File: config.mk
export PLATFORM = sky130hd
export DESIGN_NAME = cash_accumulator
export DESIGN_NICKNAME = d
export VERILOG_FILES = /design/src/rtl/cash_accumulator.sv
export SDC_FILE = /design/constraint.sdc
export NUM_CORES = 1
export LEC_CHECK = 0
export CORE_ASPECT_RATIO = 0.8
export CORE_MARGIN = 2
export CORE_UTILIZATION = 48
export CTS_CLUSTER_DIAMETER = 200
export DETAILED_ROUTE_END_ITERATION = 8
export PLACE_DENSITY = 0.67
export SLEW_MARGIN = 20
export SYNTH_ARGS = -nofsm -noshare
export SYNTH_HDL_FRONTEND = slang
export SYNTH_SLANG_ARGS = --single-unit
File: constraint.sdc
create_clock -name clk -period 7.7 [get_ports clk]
set_input_delay 0.77 -clock clk [delete_from_list [all_inputs] [get_ports clk]]
set_output_delay 0.77 -clock clk [all_outputs]
set_load 0.1 [all_outputs]
File: src/rtl/cash_accumulator.sv
// Coin/bill acceptor front end: sync, debounce and edge-detect each channel,
// then commit one refund, spend or credit per cycle into a saturating total.
module cash_accumulator #(
  parameter int NUM_CH = 6,
  parameter int VAL_W = 8,
  parameter logic [NUM_CH*VAL_W-1:0] DENOM_VALUES =
    {8'd100, 8'd50, 8'd20, 8'd10, 8'd5, 8'd1},
  parameter int SUM_W = 12,
  parameter int MAX_SUM = 4095,
  parameter int DEBOUNCE_CYC = 4,
  parameter int LED_HOLD = 8
) (
  input  logic              clk,
  input  logic              rst,
  input  logic [NUM_CH-1:0] cash_Input,
  input  logic              spend_valid,
  input  logic [SUM_W-1:0]  spend_amount,
  input  logic              refund_req,
  output logic [SUM_W-1:0]  currency,
  output logic [NUM_CH-1:0] cash_led,
  output logic              coin_reject,
  output logic              spend_ack,
  output logic              spend_nack,
  output logic              refund_valid,
  output logic [SUM_W-1:0]  refund_amount
);

  localparam int CNT_W = $clog2(DEBOUNCE_CYC + 1);
  localparam int LED_W = $clog2(LED_HOLD + 1);
  localparam logic [CNT_W-1:0] CNT_LAST =
    CNT_W'(DEBOUNCE_CYC - 1);
  localparam logic [LED_W-1:0] LED_LOAD = LED_W'(LED_HOLD);
  localparam logic [SUM_W:0] MAX_EXT = (SUM_W + 1)'(MAX_SUM);

  logic [NUM_CH-1:0] sync1;
  logic [NUM_CH-1:0] sync2;
  logic [NUM_CH-1:0] deb;
  logic [NUM_CH-1:0] deb_q;
  logic [NUM_CH-1:0] rise;
  logic [NUM_CH-1:0] pending;
  logic [CNT_W-1:0]  cnt [NUM_CH];
  logic [LED_W-1:0]  timer [NUM_CH];

  logic              sel_hit;
  logic [NUM_CH-1:0] sel_oh;
  logic [VAL_W-1:0]  sel_val;
  logic [SUM_W:0]    sum_ext;
  logic              fits;

  logic [SUM_W-1:0]  cur_next;
  logic [SUM_W-1:0]  ra_next;
  logic [NUM_CH-1:0] clr;
  logic [NUM_CH-1:0] credit_oh;
  logic              ack_next;
  logic              nack_next;
  logic              rej_next;
  logic              rv_next;

  always_ff @(posedge clk) begin
    if (!rst) begin
      sync1 <= '0;
      sync2 <= '0;
      deb   <= '0;
      deb_q <= '0;
      for (int i = 0; i < NUM_CH; i++)
        cnt[i] <= '0;
    end else begin
      sync1 <= cash_Input;
      sync2 <= sync1;
      deb_q <= deb;
      for (int i = 0; i < NUM_CH; i++) begin
        if (sync2[i] == deb[i]) begin
          cnt[i] <= '0;
        end else if (cnt[i] == CNT_LAST) begin
          cnt[i] <= '0;
          deb[i] <= sync2[i];
        end else begin
          cnt[i] <= cnt[i] + 1'b1;
        end
      end
    end
  end

  assign rise = deb & ~deb_q;

  // Lowest pending index wins: scan downward so the last hit sticks.
  always_comb begin
    sel_hit = 1'b0;
    sel_oh  = '0;
    sel_val = '0;
    for (int i = NUM_CH - 1; i >= 0; i--) begin
      if (pending[i]) begin
        sel_hit   = 1'b1;
        sel_oh    = '0;
        sel_oh[i] = 1'b1;
        sel_val   = DENOM_VALUES[i*VAL_W +: VAL_W];
      end
    end
  end

  assign sum_ext = {1'b0, currency} + (SUM_W + 1)'(sel_val);
  assign fits    = sum_ext <= MAX_EXT;

  always_comb begin
    cur_next  = currency;
    ra_next   = '0;
    clr       = '0;
    credit_oh = '0;
    ack_next  = 1'b0;
    nack_next = 1'b0;
    rej_next  = 1'b0;
    rv_next   = 1'b0;
    priority case (1'b1)
      refund_req: begin
        rv_next  = 1'b1;
        ra_next  = currency;
        cur_next = '0;
      end
      spend_valid: begin
        if (spend_amount <= currency) begin
          ack_next = 1'b1;
          cur_next = currency - spend_amount;
        end else begin
          nack_next = 1'b1;
        end
      end
      sel_hit: begin
        clr = sel_oh;
        if (fits) begin
          cur_next  = sum_ext[SUM_W-1:0];
          credit_oh = sel_oh;
        end else begin
          rej_next = 1'b1;
        end
      end
      default: ;
    endcase
  end

  always_ff @(posedge clk) begin
    if (!rst) begin
      currency      <= '0;
      refund_amount <= '0;
      pending       <= '0;
      spend_ack     <= 1'b0;
      spend_nack    <= 1'b0;
      coin_reject   <= 1'b0;
      refund_valid  <= 1'b0;
      for (int i = 0; i < NUM_CH; i++)
        timer[i] <= '0;
    end else begin
      currency      <= cur_next;
      refund_amount <= ra_next;
      pending       <= (pending & ~clr) | rise;
      spend_ack     <= ack_next;
      spend_nack    <= nack_next;
      coin_reject   <= rej_next;
      refund_valid  <= rv_next;
      for (int i = 0; i < NUM_CH; i++) begin
        if (credit_oh[i])
          timer[i] <= LED_LOAD;
        else if (timer[i] != '0)
          timer[i] <= timer[i] - 1'b1;
      end
    end
  end

  always_comb begin
    cash_led = '0;
    for (int i = 0; i < NUM_CH; i++)
      cash_led[i] = timer[i] != '0;
  end

endmodule

==> results by stage, run 1 <==
Placement:
- Buffers placed on the I/O ports in this run total 55.
- After legalization and detailed placement, the total HPWL measured around 7800 um.
- The weighted congestion reported at the end of routability-driven placement is 0.9031.

Critical path:
- Tracing the worst setup path back leads to its startpoint at pending[2]$_SDFF_PN0_.
- The setup path with the least slack is of type flop to flop.
- The capture point of the critical path is timer[3][1]$_SDFFCE_PN0P_.
- The type of origin of the critical path is a flop.
- STA puts the critical path data required time at 7.73 ns.
- The data arrival time of the worst path is between 3 and 4 ns.
- The number of cells on the worst reg-to-reg path is 10.
- The nature of the critical path endpoint is a flop.
- The startpoint of the most critical register-to-register path is pending[2]$_SDFF_PN0_.
- The destination of the worst register-to-register timing path is timer[3][1]$_SDFFCE_PN0P_.
- Of all nets on the critical path, the largest fanout is 6.
- Across all register-to-register paths, the minimum setup slack is between 4 and 5 ns.

Route:
- The final routed DRC violation total is 0.
- The detailed-route vias per instance is 5.247.
- The wire length after detailed routing is 10480 um.
- In this run the remaining antenna-violating nets after routing total 0.
- The total via count in the routed design is 3972.
- The first routing iteration left ~350 violations.
- In the final routed layout, each cell accounts on average for about 14 um.
- The length of the first detailed-routing pass in iterations is 5.

STA:
- The number of max-slew violations in the final report is 0.
- The setup TNS is 0 ns.
- The final-report hold violation count is 0.
- The final hold slack is between 0.4 and 0.5 ns.
- Setup violations remaining at the end of the flow were counted as 0.
- Setup repair after global routing left no endpoint under its margin.
- The slew at the pin closest to its max-slew limit is around 1 ns.
- Headroom to the max-slew limit came out at around 32%.
- The period utilization is ~43%.
- Across the routed clock network, the largest skew measured is between 0.007 and 0.008 ns.
- For the finished layout, the period the worst path requires is 3.334 ns.
- The maximum achievable frequency is around 300 MHz.

Clocking:
- The CTS tree is built.
- The H-tree depth is 3.
- The insertion delay to the later sink of the worst-skew pair is ~0.34 ns.
- The clock drives 100 sinks.
- The setup fix buffers added after clock tree synthesis is 0.
- The buffer depth of the longest clock path is 2.
- The number of CTS-inserted buffers is 9.
- The number of buffers added to fix hold violations after cts is 0.
- The clock transition at the registers of the reported paths is approximately 0.06 ns.
- The count of instances resized after the clock tree is built is 0.
- The clock tree root buffer cell is sky130_fd_sc_hd__clkbuf_16.

Floorplanning:
- In this run the horizontal extent of the chip is roughly 120 um.
- The number of I/O pins is 56.
- The core region is 0.01041 sq mm.
- For this configuration, the core starts out at a cell density of between 50 and 60%.
- The die area is about 0.012 sq mm.
- The number of rows created at floorplan is 33.
- From bottom edge to top edge, the die measures a little under 100 um.

Cells and area:
- The commonest non-fill, non-tap cell in the layout is sky130_fd_sc_hd__nor2_1.
- The top cell types in the final layout, fill and taps aside, are sky130_fd_sc_hd__nor2_1, sky130_fd_sc_hd__dfxtp_1, sky130_fd_sc_hd__clkdlybuf4s50_1.
- The fraction of layout instances using a drive strength above 1 is 5.348%.
- At the end of the flow, the number of nets in the layout was between 600 and 700.
- The layout-stage area growth over the synthesis result is 19.76%.
- After filler insertion, the fill cell instance count of the layout stands at 908.
- The count of antenna diodes in the layout is 0.

Global routing:
- The initial antenna violation count is 0.
- Global routing consumed, over all layers together, 18.91% of the routing resources.
- The via count of the first global-routing pass came to approximately 3800.
- The first global-routing pass estimated ~18000 um of wire.
- Entering global routing, the biggest net connects 70 pins.
- For this run the aggregate overflow at the end of global routing stands at 0.

Power:
- The ratio of total power to cell area is 260.3 mW/mm^2.
- The maximum ir drop on the vdd rail is around 0.00015 V.
- The analysis attributes to cell leakage a power of ~2.6 nW.
- Total power for the finished layout comes to roughly 0.0016 W.

Min path:
- The path class of the lowest-slack min-delay path is flop to flop.
- The worst hold path begins at sync1[0]$_SDFF_PN0_.

Synth:
- The largest area contributor in the synthesized netlist is sky130_fd_sc_hd__edfxtp_1.
- The number of instances in the synthesized netlist is 542.
- The mean instance size in the synthesized netlist is 9.613 sq um.
- The post-synth design cell area is roughly 0.0052 sq mm.
- Ranked by total cell area, the synthesized netlist is headed by sky130_fd_sc_hd__edfxtp_1, sky130_fd_sc_hd__dfxtp_1, sky130_fd_sc_hd__ha_1.
- In this run, distinct cell masters in the synthesized netlist total 48.
- Yosys mapped a number of flops with a built-in enable equal to 42.
- The total of warnings raised by yosys is 0.
- Summing the sequential cell areas from Yosys gives between 40% and 50% of the chip area.
- Counting flops and latches in the post-synthesis netlist gives 100.
- The most common flop cell mapped by yosys is sky130_fd_sc_hd__dfxtp_1.
- The synthesized design devotes to its leading area cell type 24.21% of total area.
- For this run, asynchronously set or reset flops after synthesis account for 0%.

Job:
- The tool flagged a number of max-cap violations equal to 0.

Outcome:
- The run finished with clean final reports.
## routing by layer
metal | routed length, um | vias to the layer above | track usage, % | part of all wire [%]
met5 | 0 | - | 0 | 0
met2 | 4481 | 84 | 27.60 | 43
met3 | 485 | 15 | 4.636 | 4.6
li1 | - | 2003 | - | -
met4 | 116 | 0 | 4.919 | 1.1
met1 | 5401 | 1870 | 27.95 | 52
## cells in the mapped netlist (all sizes together), types with 13 or more instances
master  number
edfxtp      42
inv         42
nor2        68
xnor2       15
nand3       13
and2        20
nand2       29
ha          41
o21ai       20
a21oi       32
dfxtp       58
and3        14
nor3        17
clkbuf      13
## critical path: stages (launching register included)
cell                       delay [ns]
sky130_fd_sc_hd__dfxtp_1         0.34
sky130_fd_sc_hd__nor3_1          0.46
sky130_fd_sc_hd__nand2_1         0.20
sky130_fd_sc_hd__nor3_1          0.34
sky130_fd_sc_hd__ha_1            0.36
sky130_fd_sc_hd__o21ai_0         0.10
sky130_fd_sc_hd__nand2b_1        0.12
sky130_fd_sc_hd__and4_4          0.22
sky130_fd_sc_hd__nor2_1          0.36
sky130_fd_sc_hd__nand3_1         0.25
sky130_fd_sc_hd__nand4_1         0.27
## through the flow
stage	area, sq um	worst slack (ns)	util, %	std cells
floorplan	5274	4.520	-	559
global placement	5938	4.181	57.07	741
detailed placement	5938	4.108	57.07	741
CTS	6240	4.423	59.97	757
global route	6240	4.098	59.97	757
finish	6240	4.366	59.97	757
## area by class of cell
class	count	area, sq um	area share, %
clock buffer	11	242.7	3.890
clock inverter	5	58.81	0.9425
inverter	42	157.7	2.527
multi-input combinational	402	2623	42.03
sequential	100	2422	38.82
tap	140	175.2	2.807
timing repair buffer	57	560.5	8.983
## state kept, by name, summed over array words and instances, names as in the netlist
name and cells:
timer 24, cnt 18, currency 12, refund_amount 12, deb 6, deb_q 6, pending 6, sync1 6
sync2 6, coin_reject 1, refund_valid 1, spend_ack 1, spend_nack 1
## power breakdown
part           internal (W)  switching (W)  total (W)
logic              0.000157       0.000328   0.000485
registers          0.000642      0.0000393   0.000681
clock network      0.000262       0.000196   0.000458
## worst min-delay path by stage
stage                     endpoint  slack (ns)  cells past startpoint
2_1_floorplan  sync2[0]$_SDFF_PN0_        0.41                      1
3_3_place_gp   sync2[2]$_SDFF_PN0_        0.42                      1
3_5_place_dp   sync2[1]$_SDFF_PN0_        0.42                      1
4_1_cts        sync2[1]$_SDFF_PN0_        0.43                      1
5_1_grt        sync2[1]$_SDFF_PN0_        0.46                      1
6_report       sync2[0]$_SDFF_PN0_        0.43                      1
## cell families after synthesis
logic type / synth area share, %
fa+ha+maj: 10.61
buf+inv: 4.395
simple gates: 21.06
other cells: 0.07198
mux: 1.345
flops: 46.49
compound gates: 11.98
xor+xnor: 4.035
Note: power is estimated with default switching activity, not from simulation.
==> inputs of run 2 (changes only) <==
- PLACE_DENSITY: 0.67 -> 0.7
- clock period: 7.7 -> 2.8 ns (I/O delays scaled with it)
==> run 2 against run 1 <==
First-iteration DRC count decreased by 4.9%. Global-route usage increased by 0.80 points. Clock-buffer cell count decreased by 1. Cell area increased by 3.2%. Register-to-register slack got worse by 4.3 ns. Clock power increased to 2.6 times the previous value. Critical path depth unchanged. Combinational power increased to 2.8 times the previous value. Final cell count increased by 3.6%. Routed wire length increased by 6.0%. Maximum frequency increased by 22%. Critical path type unchanged. Largest cell class unchanged. Largest power group unchanged. Highest routed layer unchanged.
==> results by stage, run 2 (synthesis results as in run 1) <==
Placement:
- The count of placed standard cells including taps came to 767 (was 741).
- The count of buffers inserted at the top-level ports is 55 (unchanged).
- The weighted congestion reported at the end of routability-driven placement was 0.8481 (was 0.9031).
- The post-detailed-placement half-perimeter wirelength is 8376 um (was 7797 um).

Clocking:
- The H-tree depth was 3 (unchanged).
- The number of CTS-inserted buffers is 9 (unchanged).
- The insertion delay to the later sink of the worst-skew pair is 0.34 ns (about the same).
- The CTS sink count came to 100 (unchanged).
- The buffer depth of the longest clock path is 2 (unchanged).
- The clock transition at the registers of the reported paths is 0.07 ns (was 0.06 ns).
- The CTS tree was built (unchanged).
- The clock tree root buffer cell is sky130_fd_sc_hd__clkbuf_16 (unchanged).

Floorplanning:
- The die width is 120.5 um (unchanged).
- The number of I/O pins is 56 (unchanged).
- The die span in y is 97.19 um (unchanged).
- The die area was 0.01171 sq mm (unchanged).
- The core area was 0.01041 sq mm (unchanged).
- The number of rows created at floorplan is 33 (unchanged).
- The starting density of the core was 50.07% (unchanged).

Cells and area:
- The non-filler instance count after layout is 784 (was 757).
- The count of antenna diodes in the layout is 0 (unchanged).
- The area of all sequential standard cells came to 0.002432 sq mm (was 0.002422 sq mm).
- The number of nets in the final layout was 704 (was 677).
- Commonest cells after routing, fill and taps aside: sky130_fd_sc_hd__nor2_1, sky130_fd_sc_hd__buf_4, sky130_fd_sc_hd__dfxtp_1 (was sky130_fd_sc_hd__nor2_1, sky130_fd_sc_hd__dfxtp_1, sky130_fd_sc_hd__clkdlybuf4s50_1).
- The fraction of layout instances using a drive strength above 1 was 17.08% (was 5.348%).
- The commonest non-fill, non-tap cell in the layout is sky130_fd_sc_hd__nor2_1 (unchanged).
- The multi-input gate area in the final layout is 0.002700 sq mm (was 0.002623 sq mm).
- The flip-flop count of the largest register, all copies and words added is 24 (unchanged).
- Largest regs: timer x24, cnt x18 (unchanged).
- The layout-stage area growth over the synthesis result is 23.56% (was 19.76%).
- The filler cell count is 912 (was 908).
- The register name with the most flops is timer (unchanged).

Route:
- The uppermost metal layer occupied by signal nets is met4 (unchanged).
- The antenna violation net count after detailed routing is 0 (unchanged).
- The wire length on met1 is 5484 um (was 5401 um).
- The detailed-route vias per instance was 5.311 (was 5.247).
- The length of the first detailed-routing pass in iterations is 4 (was 5).
- The routed wire length per instance is 14.18 um (was 13.85 um).
- The number of DRC violations after detailed-routing iteration 0 is 329 (was 346).
- The length of routed met2 wiring is 4881 um (was 4481 um).
- The final routed DRC violation total was 0 (unchanged).
- The routed length on met3 is 650 um (was 485 um).
- The total via count in the routed design came to 4164 (was 3972).
- The wire length after detailed routing was 11110 um (was 10480 um).

Outcome:
- Run status: finished, final reports clean (unchanged).

STA:
- The final critical path time including I/O delays and setup is 2.736 ns (was 3.334 ns).
- The clock tree skew after final layout is 0.008598 ns (was 0.007466 ns).
- The period utilization is 97.71% (was 43.30%).
- The final-report hold violation count is 0 (unchanged).
- The worst slew margin relative to its limit is 59.92% (was 32.08%).
- The maximum achievable frequency is 365.5 MHz (was 299.9 MHz).
- The final-report setup violation count was 0 (unchanged).
- Setup repair after global routing missed its margin: yes (was no).
- The slew at the pin closest to its max-slew limit was 0.6012 ns (was 1.016 ns).
- The setup TNS is 0 ns (unchanged).
- The number of max-slew violations in the final report came to 0 (unchanged).

Critical path:
- Critical Path, Cell by Cell: or2_4, ha_4, fa_2, a211oi_4, o21ai_2, and4_4, or3_4, and2_4, a211oi_4, nor3_2 (was nor3_1, nand2_1, nor3_1, ha_1, o21ai_0, nand2b_1, and4_4, nor2_1, nand3_1, nand4_1).
- The type of origin of the critical path is a flop (unchanged).
- The nature of the critical path endpoint is a flop (unchanged).
- The combined buffer and inverter count along the critical path is 0 (unchanged).
- The data arrival time of the worst path is 2.95 ns (was 3.36 ns).
- The type of the worst setup path is flop to flop (unchanged).
- The critical-path maximum fanout was 8 (was 6).
- The family with the most delay on the worst path was simple AND/OR/NAND/NOR gates (unchanged).
- The most common cell type on the critical path is sky130_fd_sc_hd__a211oi_4 (was sky130_fd_sc_hd__nor3_1).
- The maximum single-stage delay on the critical path is 0.42 ns (was 0.46 ns).
- The cell with the largest stage delay on the worst path is sky130_fd_sc_hd__fa_2 (was sky130_fd_sc_hd__nor3_1).
- The data required time at the worst endpoint was 3.01 ns (was 7.73 ns).

Power:
- The maximum ir drop on the vdd rail is 0.0004401 V (was 0.0001466 V).
- The internal cell power is 0.002803 W (was 0.001061 W).
- The ratio of total power to cell area is 683.2 mW/mm^2 (was 260.3 mW/mm^2).
- The clock group share of total power is 26.5% (was 28.2%).
- The switching power summed over all nets is 0.001595 W (was 0.0005636 W).
- The combinational share of power was 30.9% (was 29.9%).
- The static leakage is 2.817 nW (was 2.637 nW).
- The net switching share of the total power came to 36.27% (was 34.70%).
- The sequential share of power was 42.6% (was 41.9%).

Global routing:
- The global-route wire length before repair is 18760 um (was 17850 um).
- The remaining global-route overflow was 0 (unchanged).
- The via count of the first global-routing pass is 4007 (was 3789).
- The overall routing resource usage is 19.71% (was 18.91%).
- The initial antenna violation count is 0 (unchanged).
- The pin count of the biggest net entering global routing was 35 (was 70).

Job:
- The max-cap check violation count came to 0 (unchanged).

Min path:
- The path class of the lowest-slack min-delay path is flop to flop (unchanged).
[run 2: cell count changes in the layout (fill, tap and decap cells not counted), sizes merged]
cell | previous run | this run
buf | 3 | 64
bufinv | 1 | 0
clkdlybuf4s50 | 54 | 20
clkinvlp | 0 | 2
clkbuf | 11 | 10
[run 2: per-layer routing]
metal  up-vias  GRT usage, %
li1       2066             -
met5         -             0
met1      1971         28.19
met4         0         3.846
met3        10         5.399
met2       117         30.07
[run 2: power groups by stage]
stage	clock network [W]	logic [W]	registers, W
after global placement	0	0.00129	0.00189
after floorplan	0	0.00104	0.00189
after CTS	0.00119	0.00136	0.00187
after global routing	0.00125	0.00149	0.00190
final	0.00117	0.00136	0.00187
after detailed placement	0	0.00135	0.00191
[run 2: layout make-up]
| type | instances | share of cell area [%] |
|---|---|---|
| clock buffer | 10 | 3.557 |
| clock inverter | 6 | 0.7580 |
| inverter | 42 | 2.449 |
| multi-input combinational | 402 | 41.94 |
| sequential | 100 | 37.78 |
| tap | 140 | 2.721 |
| timing repair buffer | 84 | 10.79 |
[run 2: timing repair]
item | CTS | global route
setup endpoints to repair | 10 | 52
pin swaps | 2 | 13
resized for setup | 0 | 18
hold buffers | 0 | 0
setup buffers | 0 | 1
[run 2: stage by stage]
stage | area, sq um | power (W) | worst slack (ns) | utilization [%] | hold WS [ns]
floorplan | 5285 | 0.002933 | 0.008952 | - | 0.4073
detailed placement | 6072 | 0.003254 | -0.002536 | 58.36 | 0.4215
global route | 6437 | 0.004632 | -0.03731 | 61.87 | 0.4535
global placement | 6072 | 0.003181 | 0.1090 | 58.36 | 0.4144
CTS | 6350 | 0.004415 | 0.01935 | 61.03 | 0.4384
finish | 6437 | 0.004398 | 0.06420 | 61.87 | 0.4357
[run 2: worst register-to-register path, stage by stage, from the launching register on]
cell	delay, ns
sky130_fd_sc_hd__dfxtp_2	0.32
sky130_fd_sc_hd__or2_4	0.27
sky130_fd_sc_hd__ha_4	0.17
sky130_fd_sc_hd__fa_2	0.42
sky130_fd_sc_hd__a211oi_4	0.28
sky130_fd_sc_hd__o21ai_2	0.10
sky130_fd_sc_hd__and4_4	0.21
sky130_fd_sc_hd__or3_4	0.40
sky130_fd_sc_hd__and2_4	0.22
sky130_fd_sc_hd__a211oi_4	0.17
sky130_fd_sc_hd__nor3_2	0.05
[run 2: final timing paths]
path	startpoint	to	slack [ns]	cells past startpoint
worst max register to register	pending[1]$_SDFF_PN0_	currency[4]$_SDFFE_PP0P_	0.06	10
worst max-delay path	pending[1]$_SDFF_PN0_	currency[4]$_SDFFE_PP0P_	0.06	10
worst min register to register	sync1[1]$_SDFF_PN0_	sync2[1]$_SDFF_PN0_	0.44	1
worst min-delay path	sync1[1]$_SDFF_PN0_	sync2[1]$_SDFF_PN0_	0.44	1
==> variant 1: new RTL, config.mk and constraints of run 2 <==
Make the reset (`rst`) asynchronous in 2 clocked blocks.
--- a/src/rtl/cash_accumulator.sv
+++ b/src/rtl/cash_accumulator.sv
@@ -56,7 +56,7 @@
   logic              rej_next;
   logic              rv_next;
 
-  always_ff @(posedge clk) begin
+  always_ff @(posedge clk or negedge rst) begin
     if (!rst) begin
       sync1 <= '0;
       sync2 <= '0;
@@ -137,7 +137,7 @@
     endcase
   end
 
-  always_ff @(posedge clk) begin
+  always_ff @(posedge clk or negedge rst) begin
     if (!rst) begin
       currency      <= '0;
       refund_amount <= '0;
Function: differs if rst is asserted again (counterexample within 4 cycles, from zero or initial values and one cycle with rst low); with rst held inactive, the same outputs for 10 cycles.
==> variant 1 against run 2 <==
  * The flow now finishes with violations (hold timing)
  * Sequential cell count stayed put
  * Wire length decreased by 9.9%
  * Cell count is 8.8% lower
  * Cell area decreased by 3.8%
  * Via count fell by 9.6%
  * Setup slack better by 0.011 ns
  * Synthesized area is 3.2% lower
  * Non-clock buffer count down 3
  * Core utilization down 1.4 points
  * Worst hold slack lost 0.47 ns
  * Count of clock-buffer cells in the layout unchanged
  * Largest cell class is now registers
Power is not compared: it rests on default switching activity, and its combinational part moved more than twofold at a synthesized area within 25%.
==> variant 1: results (changes against run 2) <==
| Item | Reported | Unit | vs run 2 |
|:---|:---|:---|:---|
| Run status | finished with violations | - | was complete, no violations |
| Violated checks | hold timing | - |  |
| Overall Global Routing Usage | 0.193 | - | was 0.197 |
| Final RePlAce weighted congestion | 0.883 | - | was 0.848 |
| Violation count after the first detailed-route iteration | 242 | - | was 329 |
| Sum of met3 wire segment lengths after detailed routing | 486 | µm | was 650 µm |
| Final std cells w/o fill | 715 | - | was 784 |
| Adder-cell share of the synthesized area | 0.0997 | - | was 0.106 |
| Family with the most delay on the worst path | compound AO/OA/AOI/OAI gates | - | was simple AND/OR/NAND/NOR gates |
| Post-synthesis sequential area ratio | 0.496 | - | was 0.465 |
| Leading cell types by total area after synthesis | sky130_fd_sc_hd__dfrtp_1 50%, sky130_fd_sc_hd__ha_1 9.2%, sky130_fd_sc_hd__nor2_1 3.9% | - | was sky130_fd_sc_hd__edfxtp_1 24%, sky130_fd_sc_hd__dfxtp_1 22%, sky130_fd_sc_hd__ha_1 9.8% |
| Met2 WL post-DR | 4840 | µm | was 4880 µm |
| Synthesized-area fraction occupied by xor and xnor cells | 0.0538 | - | was 0.0403 |
| Met2 usage in global routing | 0.330 | - | was 0.301 |
| Drt first pass iters | 6 | - | was 4 |
| Min-delay worst type | input port to asynchronous set/reset pin | - | was register to register |
| Worst endpoint data arrival time | 2.96 | ns | was 2.95 ns |
| Fin nets | 631 | - | was 704 |
| Final number of hold-violating endpoints | 14 | - | was 0 |
| Post-route clock skew | 0.00660 | ns | was 0.00860 ns |
| Worst slew margin relative to its limit | 0.521 | - | was 0.599 |
| Fraction of layout instances using a drive strength above 1 | 0.177 | - | was 0.171 |
| Place WS | -0.111 | ns | was -0.00254 ns |
| Metal1 wirelength | 4490 | µm | was 5480 µm |
| Estimated wirelength of the detail-placed design | 7330 | µm | was 8380 µm |
| Number of cells after detailed placement | 691 | - | was 767 |
| Routed wire length | 10000 | µm | was 11100 µm |
| Worst hold margin | -0.0329 | ns | was 0.436 ns |
| Ys async rst share | 1.00 | - | was 0 |
| Vias after detailed routing | 3764 | - | was 4164 |
| Cell at the slowest stage of the critical path | sky130_fd_sc_hd__a221oi_4 | - | was sky130_fd_sc_hd__fa_2 |
| Multiplexer share of the synthesized area | 0.0109 | - | was 0.0134 |
| Maximum number of pins on one net before global-route repair | 57 | - | was 35 |
| Post-place instance area | 0.00579 | mm² | was 0.00607 mm² |
## variant 1: changes by cell type after synthesis, sizes merged, moves of 8 or more
| cell | change |
|---|---|
| nand3 | -10 |
| edfxtp | -42 |
| dfxtp | -58 |
| dfrtp | +100 |
| a21oi | -12 |
| a21boi | -10 |
| nor2 | -16 |
| nand2b | -8 |
| and3 | -8 |
## variant 1: layout make-up
cell class / count / area share
tap: 140 / 0.0283
clock inverter: 6 / 0.0115
multi-input combinational: 339 / 0.385
inverter: 39 / 0.0236
timing repair buffer: 81 / 0.110
clock buffer: 10 / 0.0370
sequential: 100 / 0.405
## variant 1: power by group through the flow
| stage | clock [mW] | sequential, mW | combinational (mW) |
|---|---|---|---|
| floorplan | 0 | 2.93 | 1.86 |
| global placement | 0 | 2.31 | 3.17 |
| detailed placement | 0 | 2.33 | 3.28 |
| CTS | 1.29 | 2.30 | 3.30 |
| global route | 1.35 | 2.38 | 3.68 |
| finish | 1.25 | 2.31 | 3.33 |
## variant 1: kinds of logic after synthesis
logic type / count (synthesis)
simple gates: 165
flops: 100
compound gates: 99
buf+inv: 47
fa+ha+maj: 39
xor+xnor: 31
mux: 5
## variant 1: path summary, 6_finish.rpt
path | from | to | slack, ns | cells past startpoint
worst min register to register | sync1[1] | sync2[1] | 0.35 | 0
worst max-delay path | pending[5] | currency[11] | 0.08 | 13
min in group clk | sync1[1] | sync2[1] | 0.35 | 0
worst min-delay path | rst | refund_amount[2] | -0.03 | 1
max in group asynchronous | rst | cnt[5] | 2.18 | 2
worst max register to register | pending[5] | currency[11] | 0.08 | 13
## variant 1: stage by stage
step | hold slack [ns] | utilization
finish | -0.0329 | 0.605
global route | 0.0361 | 0.605
CTS | 0.0139 | 0.595
detailed placement | 0.337 | 0.565
global placement | 0.332 | 0.565
floorplan | -0.0156 | -
==> variant 2: new RTL, settings of run 2 <==
Without the edit above. The parameter `NUM_CH` goes from 6 to 12.
--- a/src/rtl/cash_accumulator.sv
+++ b/src/rtl/cash_accumulator.sv
@@ -1,7 +1,7 @@
 // Coin/bill acceptor front end: sync, debounce and edge-detect each channel,
 // then commit one refund, spend or credit per cycle into a saturating total.
 module cash_accumulator #(
-  parameter int NUM_CH = 6,
+  parameter int NUM_CH = 12,
   parameter int VAL_W = 8,
   parameter logic [NUM_CH*VAL_W-1:0] DENOM_VALUES =
     {8'd100, 8'd50, 8'd20, 8'd10, 8'd5, 8'd1},
Ports: changed (resized cash_Input and cash_led); port bits go from 56 to 68. No check against the original RTL was run, so the function may have changed too.
==> variant 2 against run 2 <==
  * The flow now finishes with violations (setup timing)
  * Wire length is 49% higher
  * Sequential cell count is 72 higher
  * Setup slack worse by 0.089 ns
  * Sequential share of layout area is 2.6 points higher
  * Cell area is 66% higher
  * Critical path depth stayed put
  * Count of clock-buffer cells in the layout is 8 higher
  * Synthesized area is 63% higher
  * Power is 86% higher
  * Via count is 49% higher
  * Critical path type unchanged
  * Critical endpoint is now timer[0][5]
  * Largest power group unchanged
==> variant 2: results (changes against run 2) <==
| Item | Reported | Unit | vs run 2 |
|:---|:---|:---|:---|
| Run status | finished with violations | - | was complete, no violations |
| Violated checks | setup timing | - |  |
| Count of final setup violators | 8 | - | was 0 |
| Sequential cells | 172 | - | was 100 |
| Estimated wirelength of the detail-placed design | 12100 | µm | was 8380 µm |
| Proportion of total power due to net switching | 0.366 | - | was 0.363 |
| Maximum level of the CTS H-tree | 4 | - | was 3 |
| F_max | 0.354 | GHz | was 0.366 GHz |
| Routed wire length | 16600 | µm | was 11100 µm |
| Worst path setup slack after routing | -0.0246 | ns | was 0.0642 ns |
| Final std cells w/o fill | 1240 | - | was 784 |
| Fin nets | 1095 | - | was 704 |
| Place WS | -0.160 | ns | was -0.00254 ns |
| Proportion of power drawn by combinational gates | 0.327 | - | was 0.309 |
| Overall Global Routing Usage | 0.183 | - | was 0.197 |
| Number of enable flip-flop cells after synthesis | 84 | - | was 42 |
| Worst slew pin tran | 0.542 | ns | was 0.601 ns |
| Min-delay worst type | input port to register | - | was register to register |
| Clock-cell share of area | 0.0500 | - | was 0.0431 |
| Violation count after the first detailed-route iteration | 342 | - | was 329 |
| Share of the synthesized area in compound gates (AO/OA/AOI/OAI) | 0.0920 | - | was 0.120 |
| Yosys cell types | 58 | - | was 48 |
| Worst-case hold path end point | refund_amount[2] | - | was sync2[1] |
| Adder-cell share of the synthesized area | 0.0973 | - | was 0.106 |
| Chip Width | 153 | µm | was 120 µm |
| DR vias/cell | 5.00 | - | was 5.31 |
| Power share of the sequential group | 0.410 | - | was 0.426 |
| Fraction of layout instances using a drive strength above 1 | 0.191 | - | was 0.171 |
| First-pass GRT wire length | 27500 | µm | was 18800 µm |
| Area added between synthesis and finish | 25.2 | % | was 23.6% |
| Source-to-sink clock delay at the later pin of the worst-skew pair | 0.42 | ns | was 0.34 ns |
| Crit path capture | timer[0][5] | - | was currency[4] |
| Sequential Area | 0.00430 | mm² | was 0.00243 mm² |
| Layout multi-input combinational cell count | 610 | - | was 402 |
| Synth cell count leaders | 117 x sky130_fd_sc_hd__nor2_1, 88 x sky130_fd_sc_hd__dfxtp_1, 84 x sky130_fd_sc_hd__edfxtp_1 | - | was 68 x sky130_fd_sc_hd__nor2_1, 58 x sky130_fd_sc_hd__dfxtp_1, 42 x sky130_fd_sc_hd__edfxtp_1, 42 x sky130_fd_sc_hd__inv_1, 41 x sky130_fd_sc_hd__ha_1 |
| Hold Path Depth | 2 | - | was 1 |
| Port-buffer cells | 67 | - | was 55 |
| Multi-input logic area | 0.00422 | mm² | was 0.00270 mm² |
| Clock buffer instance count of the final layout | 18 | - | was 10 |
| Signal buffers share of area | 0.0990 | - | was 0.108 |
| Accumulated negative setup slack | -0.163 | ns | was 0 ns |
| Final RePlAce weighted congestion | 0.899 | - | was 0.848 |
| Largest registers ranked by flip-flop count | timer x48, cnt x36 | - | was timer x24, cnt x18 |
-- variant 2: repair_timing --
action / in CTS / in global routing
endpoints found under the setup margin: 82 / 80
setup buffers: 1 / 4
resized for setup: 14 / 32
pin swaps: 7 / 23
-- variant 2: worst max-delay path, stage by stage, from the launching register on --
cell and delay [ns]:
sky130_fd_sc_hd__dfxtp_1 0.32, sky130_fd_sc_hd__or2_2 0.35, sky130_fd_sc_hd__ha_1 0.23, sky130_fd_sc_hd__fa_2 0.36
sky130_fd_sc_hd__a211oi_2 0.21, sky130_fd_sc_hd__o21a_1 0.25, sky130_fd_sc_hd__or3_4 0.19, sky130_fd_sc_hd__buf_6 0.12
sky130_fd_sc_hd__nand2_4 0.05, sky130_fd_sc_hd__o31a_1 0.32, sky130_fd_sc_hd__nand3_2 0.13
-- variant 2: metal layers --
metal,track usage,wire length [µm]
met4,0.0463,149
met1,0.248,8230
met3,0.0491,687
met2,0.296,7530
met5,0,0
